===== config.mk =====
export PLATFORM = sky130hd
export DESIGN_NAME = hazard_ctrl
export DESIGN_NICKNAME = d
export VERILOG_FILES = /design/src/rtl/hazard_ctrl.sv
export SDC_FILE = /design/constraint.sdc
export NUM_CORES = 1
export LEC_CHECK = 0
export CAP_MARGIN = 40
export CORE_MARGIN = 1.5
export CORE_UTILIZATION = 41
export DETAILED_ROUTE_END_ITERATION = 10
export MAX_ROUTING_LAYER = met4
export PLACE_DENSITY = 0.87
export SYNTH_ARGS = -nofsm -noshare
export SYNTH_HDL_FRONTEND = slang
export SYNTH_SLANG_ARGS = --single-unit

===== constraint.sdc =====
create_clock -name clk -period 2.2 [get_ports clk]
set_clock_uncertainty 0.05 [all_clocks]
set_input_delay 0.33 -clock clk [delete_from_list [all_inputs] [get_ports clk]]
set_output_delay 0.33 -clock clk [all_outputs]
set_load 0.005 [all_outputs]

===== src/rtl/hazard_ctrl.sv =====
// Pipeline hazard control: forwarding, load-use stall, branch flush,
// and data-memory wait handling with a timeout and event counters.
module hazard_ctrl #(
  parameter int TIMEOUT = 16
) (
  input  logic       clk,
  input  logic       reset,
  input  logic [4:0] rsD,
  input  logic [4:0] rtD,
  input  logic [4:0] rsE,
  input  logic [4:0] rtE,
  input  logic [4:0] writeregE,
  input  logic [4:0] writeregM,
  input  logic [4:0] writeregW,
  input  logic       regwriteE,
  input  logic       regwriteM,
  input  logic       regwriteW,
  input  logic       memtoregE,
  input  logic       pcsrcM,
  input  logic       memreqM,
  input  logic       memreadyM,
  output logic       stallF,
  output logic       stallD,
  output logic       stallE,
  output logic       stallM,
  output logic       flushD,
  output logic       flushE,
  output logic       flushM,
  output logic [1:0] forwardAE,
  output logic [1:0] forwardBE,
  output logic       memerr,
  output logic [15:0] stallcnt,
  output logic [15:0] flushcnt
);

  typedef enum logic {S_RUN, S_WAIT} state_t;

  localparam logic [7:0] WLAST = 8'(TIMEOUT - 1);

  state_t      state_q, state_d;
  logic [7:0]  waitcnt_q, waitcnt_d;
  logic        memerr_q, memerr_d;
  logic [15:0] stallcnt_q, stallcnt_d;
  logic [15:0] flushcnt_q, flushcnt_d;

  logic lwstall;
  logic tmo;
  logic memdone;
  logic memhold;

  // Operand forwarding: newest producer (M) wins over W; r0 never forwards.
  always_comb begin
    forwardAE = 2'b00;
    forwardBE = 2'b00;
    if (rsE != 5'd0 && regwriteM && writeregM == rsE)
      forwardAE = 2'b10;
    else if (rsE != 5'd0 && regwriteW && writeregW == rsE)
      forwardAE = 2'b01;
    if (rtE != 5'd0 && regwriteM && writeregM == rtE)
      forwardBE = 2'b10;
    else if (rtE != 5'd0 && regwriteW && writeregW == rtE)
      forwardBE = 2'b01;
  end

  // Load-use hazard and memory completion / hold conditions.
  always_comb begin
    lwstall = regwriteE && memtoregE && writeregE != 5'd0
              && (writeregE == rsD || writeregE == rtD);
    tmo     = (state_q == S_WAIT) && (waitcnt_q == WLAST);
    memdone = memreadyM || tmo;
    memhold = memreqM && !memdone;
  end

  // Wait FSM state, wait counter, sticky error and event counters.
  always_ff @(posedge clk or posedge reset) begin
    if (reset) begin
      state_q    <= S_RUN;
      waitcnt_q  <= 8'd0;
      memerr_q   <= 1'b0;
      stallcnt_q <= 16'd0;
      flushcnt_q <= 16'd0;
    end else begin
      state_q    <= state_d;
      waitcnt_q  <= waitcnt_d;
      memerr_q   <= memerr_d;
      stallcnt_q <= stallcnt_d;
      flushcnt_q <= flushcnt_d;
    end
  end

  // Next state: enter WAIT on a held access, leave on done or abandon.
  always_comb begin
    state_d   = state_q;
    waitcnt_d = waitcnt_q;
    memerr_d  = memerr_q;
    unique case (state_q)
      S_RUN: begin
        if (memhold) begin
          state_d   = S_WAIT;
          waitcnt_d = 8'd0;
        end
      end
      S_WAIT: begin
        if (memdone || !memreqM) begin
          state_d = S_RUN;
          if (memreqM && tmo && !memreadyM)
            memerr_d = 1'b1;
        end else begin
          waitcnt_d = waitcnt_q + 8'd1;
        end
      end
      default: state_d = S_RUN;
    endcase
  end

  // Stall/flush priority: reset, memory hold, branch, load-use.
  always_comb begin
    stallF = 1'b0;
    stallD = 1'b0;
    stallE = 1'b0;
    stallM = 1'b0;
    flushD = 1'b0;
    flushE = 1'b0;
    flushM = 1'b0;
    if (reset) begin
      flushD = 1'b1;
      flushE = 1'b1;
      flushM = 1'b1;
    end else if (memhold) begin
      stallF = 1'b1;
      stallD = 1'b1;
      stallE = 1'b1;
      stallM = 1'b1;
    end else if (pcsrcM) begin
      flushD = 1'b1;
      flushE = 1'b1;
    end else if (lwstall) begin
      stallF = 1'b1;
      stallD = 1'b1;
      flushE = 1'b1;
    end
  end

  // Saturating stall and flush event counters.
  always_comb begin
    stallcnt_d = stallcnt_q;
    flushcnt_d = flushcnt_q;
    if (stallF && stallcnt_q != 16'hFFFF)
      stallcnt_d = stallcnt_q + 16'd1;
    if (flushE && flushcnt_q != 16'hFFFF)
      flushcnt_d = flushcnt_q + 16'd1;
  end

  assign memerr   = memerr_q;
  assign stallcnt = stallcnt_q;
  assign flushcnt = flushcnt_q;

endmodule

==> results.tsv <==
stage	metric	value	unit
sta	worst_pin_slew	534	ps
sta	report.final.hold_viol_count	0	
drt	firstDrtPassIters	4	
sta	finalSetupTns	-34.2	ps
global_routing	grt-ovfl-total	0	
cts	cts.path.max_buffers	2	
sta	setup_ws	-34.2	ps
synth	synthTopCellsByArea	dfrtp_1, xnor2_1, nand2_1	
worst_setup_path	end_kind	primary output	
hold_path	min_path_cells	1	
placement	placedCellCount	456	
drt	ant_nets	0	
sta	post-route-min-period	2230	ps
drt	routed_wl	7950	um
synth	synth_top_family_by_area	simple AND/OR/NAND/NOR gates	
synth	synthAdderAreaFrac	1.49	%
worst_setup_path	crit_type	flop to primary output	
placement	gp_congestion	0.904	
synth	synth_compound_area_share	6.35	%
power_and_ir_drop	peakVddDrop	411	uV
cts	numCtsBuffers	5	
power_and_ir_drop	power	2540	uW
cts	numClockSinks	42	
placement	pre_cts_ws	-524	ps
placement	dp_hpwl	5550	um
cells_and_area	layout_commonest_cell	clkdlybuf4s50_1	
die	initial_core_util	42.6	%
drt	drt_drc_violations_left	0	
cells_and_area	final_area	0.00403	mm2
drt	drt_iter0_drc	206	
status	failed_checks	setup timing	
cells_and_area	diodes	0	
cts	cts_tree	done	
synth	synth-seq-cells	42	
cts	cts_root_buf	clkbuf_8	
drt	viasPerCell	5.52	
placement	place_area	0.00377	mm2
cells_and_area	fillers	429	
die	coreArea	0.00592	mm2
sta	rsz0062_at_grt	yes	
synth	synth-simple-area-share	26.3	%
synth	synthesis.area	0.00252	mm2
power_and_ir_drop	power.density	631	mW/mm2
die	die_x	81.5	um
placement	io_buffers	87	
cts	clk_pin_slew_worst_paths	90	ps
worst_setup_path	worstPathArrival	1850	ps
cells_and_area	register_area	0.00105	mm2
cells_and_area	layout_common_cells	clkdlybuf4s50_1, buf_4, xnor2_1	
cts	htree_levels	2	
global_routing	grt_pass1_wl	12400	um
cells_and_area	fin_nets	444	
die	num_rows	28	
sta	slew_violations	0	
worst_setup_path	crit_fanout	3	
sta	min_period_over_period	102	%
die	dieArea	0.00663	mm2
cts	cts_hold_repair.buffers	0	
worst_setup_path	worst_ep_required_time	1820	ps
global_routing	grt_usage	25.5	%
global_routing	grt_max_degree	43	
synth	syn_area_per_cell	9.82	um2
drt	vias	2607	
hold_path	hp-class	flop to flop	
synth	syn-num-nets	304	
global_routing	antenna_found_initial	0	
worst_setup_path	reg2reg_depth	10	
sta	setup_viol	1	
cts	clock_latency	300	ps
status	status	complete, but fails checks	
synth	synth_largest_area_cell	dfrtp_1	
synth	synth-xor-area-share	19.8	%
synth	ys_warn_count	0	
synth	synth_top_area_share	41.6	%
sta	timing.fmax	448	MHz
sta	slew_headroom	64.4	%
synth	synth_cell_types	46	
power_and_ir_drop	p_leak	0.00173	uW
synth	muxShareOfSynthArea	2.08	%
drt	wl_per_cell	16.8	um
die	io-pin-count	88	
cells_and_area	area.growth.synth_to_final	59.7	%
global_routing	first_global_vias	2662	
worst_setup_path	worstSetupStartpointType	flop	
run	maxCapViolCount	0	
cells_and_area	drive_gt1_share	25.4	%
synth	syn_inst	257	
synth	ys_seq_area_share	41.6	%
cells_and_area	multi_input_area	0.00155	mm2
cells_and_area	final_cells	472	
die	die_h	81.5	um
-- cells in the mapped netlist, drive strengths merged --
library cell and number:
nor4b 4, dfrtp 42, o41ai 1, xnor2 44, buf 5, o31ai 3
o211ai 1, nand2 38, and4b 1, xor2 13, or2 2, clkbuf 1
o21ai 4, and4 2, nand2b 2, nor2 12, a32o 1, inv 3
nand3 23, ha 3, a211oi 1, nor3 6, a21oi 3, or4 3
nor2b 1, nand4 15, a21o 3, o21a 1, nor4 8, o22ai 1
mux2 4, o21bai 1, and3 5
-- per-stage QoR --
| stage | hold WS [ps] | utilization [%] |
|---|---|---|
| 2_1_floorplan | 414 | - |
| 3_5_place_dp | 433 | 63.7 |
| 6_report | 446 | 68.1 |
| 4_1_cts | 452 | 67.4 |
| 5_1_grt | 467 | 68.1 |
| 3_3_place_gp | 412 | 63.7 |
-- flip-flops by register name, summed over array words and instances (netlist names) --
name / flops
flushcnt: 16
state_q: 1
waitcnt_q: 8
stallcnt: 16
memerr: 1
-- logic make-up (layout without fill, tap and decap cells) --
logic type	Yosys count	in the layout
AOI/OAI and AO/OA	20	21
xor gates and xnor gates	57	57
adders and majority gates	3	3
buffers and inverters	9	148
DFF	42	42
muxes	4	4
and+or+nand+nor	122	122
-- area by class of cell --
cell class	count	share of cell area (%)
Multi-Input combinational cell	207	38.4
Timing Repair Buffer	138	30.0
Sequential cell	42	26.1
Tap cell	75	2.33
Clock buffer	6	2.05
Clock inverter	1	0.745
Inverter	3	0.404
-- per-layer routing --
metal	global-route usage, %	routed length [um]	vias up
li1	-	-	1196
met1	27.7	3000	1262
met2	46.8	4290	130
met3	5.44	519	19
met4	6.55	141	0
met5	-	0	-
-- repair_timing --
action	4_1_cts	5_1_grt
resized for setup	67	15
cloned	1	0
endpoints found under the setup margin	22	34
pin swaps	16	16
setup buffers	8	1
-- worst paths after layout --
path	start	slack, ps	endpoint
max	waitcnt_q[0]$_DFFE_PP0P_	-30	flushE
min	flushcnt[7]$_DFFE_PP0P_	450	flushcnt[7]$_DFFE_PP0P_
max reg2reg	waitcnt_q[1]$_DFFE_PP0P_	10	flushcnt[10]$_DFFE_PP0P_
min reg2reg	flushcnt[7]$_DFFE_PP0P_	450	flushcnt[7]$_DFFE_PP0P_
max in group asynchronous	reset	870	stallcnt[5]$_DFFE_PP0P_
min in group asynchronous	reset	860	memerr$_DFFE_PP0P_
-- report_power, final --
part	leakage, uW	internal (uW)	switching, uW	total (uW)
registers	0.000555	896	154	1050
clock network	0.0000573	364	284	647
logic	0.00112	510	335	845
-- critical path: stages (launching register included) --
cell     delay [ps]
dfrtp_1         400
ha_2            190
and4b_1         190
a21o_4          220
a21o_1          200
a21oi_4         170
inv_2            50
buf_2           120
Power figures use the tool's default switching activity.
